$ cat src/rtl/of_ex_stage_reg.sv
// Elastic OF->EX pipeline register: 2-entry skid buffer, flush, and bubble control masking.
// Optional stall/bubble performance counters are built when OF_EX_PERF_EN is defined.
module of_ex_stage_reg #(
  parameter int XLEN   = 32,
  parameter int CTRL_W = 9,
  parameter int ALU_W  = 5,
  parameter int CNT_W  = 32
) (
  input  logic              Clk,
  input  logic              Reset_n,
  input  logic              Flush,
  input  logic              In_Valid,
  output logic              In_Ready,
  input  logic [XLEN-1:0]   In_Instr,
  input  logic [XLEN-1:0]   In_Pc,
  input  logic [XLEN-1:0]   In_BranchTarget,
  input  logic [XLEN-1:0]   In_Op1,
  input  logic [XLEN-1:0]   In_Op2,
  input  logic [XLEN-1:0]   In_Immx,
  input  logic [CTRL_W-1:0] In_Ctrl,
  input  logic [ALU_W-1:0]  In_AluSignal,
  output logic              Out_Valid,
  input  logic              Out_Ready,
  output logic [XLEN-1:0]   Out_Instr,
  output logic [XLEN-1:0]   Out_Pc,
  output logic [XLEN-1:0]   Out_BranchTarget,
  output logic [XLEN-1:0]   Out_Op1,
  output logic [XLEN-1:0]   Out_Op2,
  output logic [XLEN-1:0]   Out_Immx,
  output logic [CTRL_W-1:0] Out_Ctrl,
  output logic [ALU_W-1:0]  Out_AluSignal,
  output logic [CNT_W-1:0]  StallCount,
  output logic [CNT_W-1:0]  BubbleCount
);

  typedef struct packed {
    logic [XLEN-1:0]   instr;
    logic [XLEN-1:0]   pc;
    logic [XLEN-1:0]   bt;
    logic [XLEN-1:0]   op1;
    logic [XLEN-1:0]   op2;
    logic [XLEN-1:0]   immx;
    logic [CTRL_W-1:0] ctrl;
    logic [ALU_W-1:0]  alu;
  } pld_t;

  typedef enum logic [1:0] {EMPTY, FULL, SKID} state_t;

  state_t state_q, state_d;
  pld_t   main_q, main_d, skid_q, skid_d, in_pld;
  logic   in_fire, out_fire;

  assign in_pld   = '{In_Instr, In_Pc, In_BranchTarget, In_Op1, In_Op2, In_Immx,
                      In_Ctrl, In_AluSignal};
  assign In_Ready  = (state_q != SKID);
  assign Out_Valid = (state_q != EMPTY);
  assign in_fire   = In_Valid & In_Ready;
  assign out_fire  = Out_Valid & Out_Ready;

  // Flush squashes everything, including a same-cycle input, but leaves payload intact.
  always_comb begin
    state_d = state_q;
    main_d  = main_q;
    skid_d  = skid_q;
    if (Flush) begin
      state_d = EMPTY;
    end else begin
      unique case (state_q)
        EMPTY: if (in_fire) begin
          state_d = FULL;
          main_d  = in_pld;
        end
        FULL: begin
          if (in_fire && out_fire) begin
            main_d = in_pld;
          end else if (in_fire) begin
            state_d = SKID;
            skid_d  = in_pld;
          end else if (out_fire) begin
            state_d = EMPTY;
          end
        end
        SKID: if (out_fire) begin
          state_d = FULL;
          main_d  = skid_q;
        end
        default: state_d = EMPTY;
      endcase
    end
  end

  always_ff @(posedge Clk) begin
    if (!Reset_n) begin
      state_q <= EMPTY;
      main_q  <= '0;
      skid_q  <= '0;
    end else begin
      state_q <= state_d;
      main_q  <= main_d;
      skid_q  <= skid_d;
    end
  end

  assign Out_Instr        = main_q.instr;
  assign Out_Pc           = main_q.pc;
  assign Out_BranchTarget = main_q.bt;
  assign Out_Op1          = main_q.op1;
  assign Out_Op2          = main_q.op2;
  assign Out_Immx         = main_q.immx;
  assign Out_Ctrl         = main_q.ctrl & {CTRL_W{Out_Valid}};
  assign Out_AluSignal    = main_q.alu;

`ifdef OF_EX_PERF_EN
  logic [CNT_W-1:0] stall_q, stall_d, bubble_q, bubble_d;

  // Saturating counters; they only ever clear on reset.
  always_comb begin
    stall_d  = stall_q;
    bubble_d = bubble_q;
    if (Out_Valid && !Out_Ready && (stall_q != '1)) stall_d = stall_q + 1'b1;
    if (!Out_Valid && (bubble_q != '1))             bubble_d = bubble_q + 1'b1;
  end

  always_ff @(posedge Clk) begin
    if (!Reset_n) begin
      stall_q  <= '0;
      bubble_q <= '0;
    end else begin
      stall_q  <= stall_d;
      bubble_q <= bubble_d;
    end
  end

  assign StallCount  = stall_q;
  assign BubbleCount = bubble_q;
`else
  assign StallCount  = '0;
  assign BubbleCount = '0;
`endif

endmodule

$ cat config.mk
export PLATFORM = sky130hd
export DESIGN_NAME = of_ex_stage_reg
export DESIGN_NICKNAME = d
export VERILOG_FILES = /design/src/rtl/of_ex_stage_reg.sv
export SDC_FILE = /design/constraint.sdc
export NUM_CORES = 1
export LEC_CHECK = 0
export CAP_MARGIN = 25
export CORE_ASPECT_RATIO = 0.6
export CORE_MARGIN = 3
export CORE_UTILIZATION = 50
export DETAILED_ROUTE_END_ITERATION = 16
export PLACE_DENSITY_LB_ADDON = 0.1
export SETUP_SLACK_MARGIN = 0.15
export SLEW_MARGIN = 10
export SYNTH_ARGS = -nofsm -noshare
export SYNTH_HDL_FRONTEND = slang
export SYNTH_SLANG_ARGS = --single-unit
$ cat constraint.sdc
create_clock -name Clk -period 2.3 [get_ports Clk]
set_input_delay 0.345 -clock Clk [delete_from_list [all_inputs] [get_ports Clk]]
set_output_delay 0.345 -clock Clk [all_outputs]
set_load 0.01 [all_outputs]
==> results of run 1 <==
==> flip-flops by register name (all words and copies together) (netlist names) <==
name and cells:
skid_q 206, Out_BranchTarget 32, Out_Immx 32, Out_Instr 32, Out_Op1 32, Out_Op2 32, Out_Pc 32, main_q 9
Out_AluSignal 5, state_q 2
==> through the flow <==
step | cell area, sq um | worst slack, ns | util [%]
6_report | 23200 | 0.190 | 62.7
3_3_place_gp | 21900 | 0.0819 | 59.1
3_5_place_dp | 21900 | 0.0133 | 59.1
2_1_floorplan | 19400 | 0.653 | -
4_1_cts | 23200 | 0.110 | 62.7
5_1_grt | 23200 | 0.101 | 62.7
==> layout make-up <==
class,count,share of cell area (%)
Inverter,2,0.0646
Timing Repair Buffer,456,20.6
Clock buffer,61,5.13
Antenna cell,5,0.0539
Sequential cell,414,35.7
Multi-Input combinational cell,1326,35.2
Tap cell,504,2.71
Clock inverter,8,0.506
==> worst min path at each step <==
stage	to	from	slack [ns]
6_report	state_q[0]	Flush	0.13
5_1_grt	state_q[0]	Flush	0.11
4_1_cts	state_q[0]	Flush	0.10
3_5_place_dp	skid_q[28]	skid_q[28]	0.44
3_3_place_gp	skid_q[28]	skid_q[28]	0.44
2_1_floorplan	skid_q[0]	skid_q[0]	0.44
==> power by group through the flow <==
stage	combinational (mW)	clock [mW]	sequential (mW)
after floorplan	1.20	0	7.63
after global placement	1.88	0	7.67
after detailed placement	1.90	0	7.67
after CTS	1.91	6.80	7.51
after global routing	2.05	7.11	7.53
final	1.91	6.66	7.51
==> routing by layer <==
| metal | vias to the layer above | share of wire, % | GRT usage (%) |
|---|---|---|---|
| li1 | 7484 | - | - |
| met5 | - | 0.039 | 0 |
| met1 | 7485 | 44 | 33.2 |
| met3 | 102 | 6.4 | 5.77 |
| met2 | 474 | 46 | 40.3 |
| met4 | 4 | 3.2 | 8.76 |
==> cells by family after synthesis <==
family / Yosys count / synth area share, %
other: 1 / 0.0196
and+or+nand+nor: 634 / 15.4
DFF: 414 / 43.4
buffers and inverters: 467 / 15.2
muxes: 206 / 10.8
AOI/OAI and AO/OA: 422 / 15.2
==> repair_timing <==
item                                    in CTS  in global routing
gates resized for setup                      5                  3
pin swaps                                    1                  0
hold buffers                                 0                  0
buffers inserted                             1                  0
endpoints found under the setup margin      11                  9
==> layout by cell type (no fill, tap or decap), drive strengths merged <==
cell | synthesis | layout
nor2 | 1 | 1
conb | 1 | 64
bufinv | 0 | 3
clkbuf | 122 | 61
nor2b | 9 | 9
clkdlybuf4s50 | 0 | 413
nor3 | 2 | 2
nand2b | 3 | 3
and3b | 1 | 1
a31o | 201 | 201
o22a | 1 | 1
dfxtp | 414 | 414
mux2i | 206 | 206
inv | 2 | 2
o31ai | 5 | 5
nor4 | 201 | 201
and2b | 1 | 1
buf | 343 | 40
or2 | 1 | 1
dlymetal6s2s | 0 | 2
a2111oi | 1 | 1
clkinv | 0 | 4
o211ai | 5 | 5
clkinvlp | 0 | 1
o21a | 1 | 1
dlygate4sd2 | 0 | 1
a21oi | 208 | 208
diode | 0 | 5
nand2 | 414 | 414
or3 | 1 | 1
==> critical path: cells and delay by family, from the launching register on <==
kind | cells | cell delay, ns
simple gates | 2 | 0.37
buf+inv | 1 | 0.51
flops | 1 | 0.35
==> impl_summary.md, run 1 <==
Status
The flow ran to the end, and the final reports show no timing, DRC or antenna violations.

Yosys
The number of standard cells after synthesis is 2,144. Ranked by instance count, the synthesized netlist is headed by sky130_fd_sc_hd__dfxtp_1 (414), sky130_fd_sc_hd__nand2_1 (414), sky130_fd_sc_hd__buf_4 (292). The most used flip-flop cell after synthesis is sky130_fd_sc_hd__dfxtp_1. The count of state elements after synthesis is 414. Yosys mapped a number of flops with a built-in enable equal to 0. After synthesis, the cell types taking the most area are sky130_fd_sc_hd__dfxtp_1 (43%), sky130_fd_sc_hd__buf_4 (11%), sky130_fd_sc_hd__mux2i_1 (11%).

After synthesis, the netlist uses 27 different library cells. The cell taking the most area after synthesis is sky130_fd_sc_hd__dfxtp_1. Counting flops with an async set or reset pin after synthesis yields a share of 0%.

In this run the cell area of the synthesized design comes to 19,100 sq um. The total of warnings raised by yosys is 0. The fraction of post-synthesis cell area in the top cell type by area is 43.4%.

The share of the Yosys chip area taken by registers is 43.4%. The average instance in the mapped netlist occupies 8.92 sq um.

STA
Derived from the worst setup path, the maximum achievable clock frequency is 0.474 GHz. The smallest clock period supported by the final layout is computed as 2.11 ns. The post-route worst hold slack is 0.127 ns.

The fraction of the cycle the final worst path needs is 91.7%. The worst setup skew after layout is 0.0124 ns. The count of endpoints failing setup in the final report is 0. Setup repair after global routing could not meet its margin everywhere. The worst pin sits at a relative slew slack of 33.4%.

At the pin with the least slew margin, the transition time is 0.998 ns. The total count of max-transition violations in the final report is 0. The final hold violation count was 0. After routing, the total negative slack on setup checks comes to 0 ns.

GRT
The via count of the first global-routing pass is 14,700. Global routing finished with a remaining overflow of 0. The largest net degree at the start of global routing is 207. The first-pass GRT wire length is 83.1 mm.

Global routing consumed, over all layers together, 25.0% of the routing resources. The initial antenna violation count is 3.

Clock network
The clock net sink count is 414. The CTS buffer count is 40. The later-pin clock latency in the skew report is 0.53 ns. TritonCTS built the clock tree. The deepest level of the CTS H-tree is 2.

The tree is rooted in a sky130_fd_sc_hd__clkbuf_16. The clock-pin transition on the worst setup and hold timing paths is 0.06 ns. The maximum count of clock buffers along a single path is 3.

Power
The sequential cell fraction of total power is 46.7%. The internal cell power is 12.2 mW. In this run the power density over the cells is 692 nW/um^2.

The share of total power consumed by net switching is 24.0%. The combinational power share is 11.9%. The total power of the final layout is 16.1 mW. For this design the total switching power over the nets is 3.85 mW. IR analysis of the VDD net gives a maximum drop of 0.556 mV. The cell leakage power is 9.40 nW.

The clock network fraction of total power is 41.4%.

Layout
Leaving out filler cells and counting taps, the final layout contains 2,776. The final layout contains 2,451 nets. The area of combinational cells with multiple inputs is 8180 sq um. The number of filler cells placed in the layout is 3,147.

Compared with the post-synthesis result, the final layout area differs by 21.5%. Cells with a size suffix above 1 make up 4.76% of the layout. The storage element area is 8290 sq um.

Detailed routing
The number of DRC violations after detailed-routing iteration 0 is 1,122. The per-cell routed wire length is 19.3 um. Summing over every cut layer, the via total after detailed routing is 15,500. The number of DRC violations after detailed routing is 0. The iteration count of the initial detailed-routing pass is 5. After detailed routing, the number of vias per cell comes to 5.60. The final wirelength is 53.7 mm. The count of nets left with antenna violations once routing finished came out at 0.

Setup path
On the critical path, the stage with the largest delay is an instance of sky130_fd_sc_hd__clkdlybuf4s50_1. The number of cells on the worst reg-to-reg path is 6. The critical path starts at state_q[0].

By startpoint and endpoint, the worst setup path is classified as reg2out. The signal on the critical path passes through nor2_4 -> nor2b_1 -> clkdlybuf4s50_1. For this run, the slowest stage of the critical path takes 0.51 ns. Setup slack on the worst reg-to-reg path comes out at 0.43 ns. STA puts the critical path data required time at 1.96 ns. The arrival time at the worst endpoint is 1.76 ns. The critical path startpoint category is a flip-flop. The worst reg2reg path endpoint is Out_Pc[15].

The endpoint type of the worst setup path is a primary output. The startpoint of the worst-slack reg-to-reg timing path is state_q[0]. The capture point of the worst path is Out_Ctrl[4].

Along the worst path, the maximum fanout reaches 10.

Floorplan
The number of placement rows is 54. The area of the placeable core is 37,000 sq um. For this design the top-level I/O count stands at 483. In this run the vertical extent of the chip is 157 um. The die is 258 um wide. Once the floorplan was initialized, standard cells occupied 51.6% of the core. The area of the die is 40,700 sq um.

Placement
The HPWL after detailed placement is 33.1 mm. The instance count after placement with tap cells included is 2,701. Routability-driven placement finished with a final weighted congestion of 0.822. Port buffering added 418 buffers.

Worst hold path
The min-delay analysis places its worst path in the category in2reg. The number of instances on the worst hold path is 2.

Job
The total of max-cap violations is 0.
Power figures use the tool's default switching activity.
==> inputs of run 2 (changes only) <==
--- a/config.mk
+++ b/config.mk
@@ -6,7 +6,7 @@
 export NUM_CORES = 1
 export LEC_CHECK = 0
 export CAP_MARGIN = 25
-export CORE_ASPECT_RATIO = 0.6
+export CORE_ASPECT_RATIO = 1.4
 export CORE_MARGIN = 3
 export CORE_UTILIZATION = 50
 export DETAILED_ROUTE_END_ITERATION = 16
==> run 2 against run 1 <==
Compared with the run above: critical path type unchanged; design area up 1.2%; power increased by 3.3%; critical path depth unchanged; highest routed layer unchanged; worst setup slack better by 0.022 ns; via count rose by 1.0%; combinational power is essentially flat; cell count fell by 0.18%; largest cell class unchanged.
==> impl_summary.md, run 2 (synthesized netlist as in run 1, its figures left out) <==
Layout
The net count of the finished layout is 2,470. Counting flops per register, the top entry is skid_q. Leaving out fill and tap cells, the most frequent cell in the layout is sky130_fd_sc_hd__nand2_1. In the layout the commonest cells are sky130_fd_sc_hd__nand2_1 (414), sky130_fd_sc_hd__dfxtp_1 (412), sky130_fd_sc_hd__clkdlybuf4s50_1 (410). Cells with a size suffix above 1 make up 5.68% of the layout.

The layout-stage area growth over the synthesis result is 22.9%. The number of flip-flops in the largest register is 206. Fill cells in the final layout number 3,222.

STA
Based on the critical path, the design can be clocked at up to 0.479 GHz. Setup violations remaining at the end of the flow were counted as 0. After layout, the worst path uses 90.7% of the clock period. The worst setup skew after layout is 0.00806 ns. The actual transition at the worst max-transition pin is 1.10 ns. The least setup slack across all paths after layout is 0.213 ns. For the final routed database, the setup TNS stands at 0 ns. The total count of max-transition violations in the final report is 0. In this run the tightest slew margin relative to its limit is 26.3%.

Setup repair after global routing left no endpoint under its margin. The final hold violation count came to 0. The routed design could run at a clock period as short as 2.09 ns.

Setup path
The arrival time at the worst endpoint is 1.74 ns. The critical path startpoint category is a flip-flop. Data on the critical path is required at its endpoint by 1.96 ns. STA classifies the critical path endpoint as a primary output. The worst setup path is of the reg2out kind.

The peak fanout along the critical path is 8.

Clock network
The buffer type at the clock tree root is sky130_fd_sc_hd__clkbuf_16. Clock latency on the worst-skew pair, taken at its later pin, is 0.54 ns. In this run, CTS created clock tree buffers numbering 43.

The clock net sink count is 414. The longest clock path from root to sink contains 3 buffers. Clock-pin slew was measured on the worst setup and hold paths at 0.06 ns.

CTS built an H-tree with a depth of 2. The CTS tree is yes.

Detailed routing
The number of DRC violations after detailed-routing iteration 0 is 1,298. The via count normalized by instance count is 5.67. The first TritonRoute pass finished after 6 iterations. The detail route stage leaves a number of antenna-violating nets equal to 0. After detailed routing, the average wire length per cell comes to 19.6 um. The overall via count from detail_route is 15,700. The number of DRC violations after detailed routing is 0.

The final layout contains routed wiring with a total length of 54.3 mm.

Power
The peak supply drop is 0.515 mV. The cell leakage power is 9.61 nW. The power per cell area is 707 nW/um^2.

Floorplan
The floorplan step defined a die boundary enclosing 40,600 sq um. The die is 171 um wide. The effective utilization at floorplan is 50.8%.

The number of placement rows is 84. The die is 237 um tall. In this run the count of I/O pins placed on the die edge is 483. The area of the placeable core is 37,600 sq um.

Placement
The wire-length estimate of the detail-placed layout is 33.6 mm. The number of input and output port buffers inserted is 418. The setup slack after placement is 0.0460 ns. Routability-driven placement finished with a final weighted congestion of 0.825.

Status
The run finished with clean final reports.

GRT
Global routing finished with a remaining overflow of 0. The global-route total usage across every layer is 25.3%. The first global-routing pass estimated 84.0 mm of wire. The via count of the first global-routing pass was 15,300. Entering global routing, the biggest net connects 207 pins. The initial antenna violation count is 12.

Job
The tool flagged a number of max-cap violations equal to 0.

Worst hold path
The path class of the tightest hold or removal check is in2reg.
==> run 2: worst paths after layout <==
| check | from | end | slack [ns] | cells after the start |
|---|---|---|---|---|
| min | Reset_n | skid_q[193] | 0.22 | 3 |
| max reg2reg | state_q[0] | Out_Op2[20] | 0.29 | 6 |
| max | state_q[1] | Out_Ctrl[2] | 0.21 | 3 |
| min reg2reg | skid_q[162] | skid_q[162] | 0.45 | 2 |
==> run 2: area by class of cell <==
class	instances	area, sq um	area share, %
Sequential cell	414	8300	35.3
Antenna cell	10	25.0	0.106
Multi-Input combinational cell	1327	8190	34.9
Tap cell	473	592	2.52
Clock inverter	9	145	0.618
Clock buffer	65	1300	5.54
Inverter	2	15.0	0.0639
Timing Repair Buffer	471	4930	21.0
==> run 2: per-layer routing <==
metal / global-route usage (%) / part of all wire (%) / vias up
met5: 0 / 0.061 / -
met4: 9.27 / 3.0 / 6
met3: 5.79 / 7.1 / 99
met2: 41.2 / 48 / 548
met1: 32.9 / 42 / 7554
li1: - / - / 7500
==> run 2: per-stage QoR <==
stage	power (mW)	std cells	hold WS, ns	util [%]	area [sq um]
finish	16.6	2771	0.216	62.5	23500
global route	17.2	2770	0.222	62.4	23500
CTS	16.7	2760	0.209	62.3	23400
detailed placement	9.61	2684	0.446	58.4	22000
global placement	9.58	2684	0.440	58.4	22000
floorplan	8.83	2207	0.436	-	19400
==> run 2: what timing repair did <==
action,CTS,global route
hold buffers,0,0
setup endpoints to repair,11,9
cloned,0,1
buffers inserted,2,0
gates resized for setup,6,7
pin swaps,1,1
==> run 2: critical path, cell delays in order, from the launching register on <==
cell	delay, ns
sky130_fd_sc_hd__dfxtp_4	0.42
sky130_fd_sc_hd__nor2_4	0.09
sky130_fd_sc_hd__nor2b_1	0.11
sky130_fd_sc_hd__clkdlybuf4s50_1	0.58
==> run 2: power breakdown <==
part	switching, mW	total (mW)	internal (mW)
clock	2.82	7.15	4.33
sequential	0.134	7.52	7.39
combinational	0.981	1.94	0.959
total	3.93	16.6	12.7
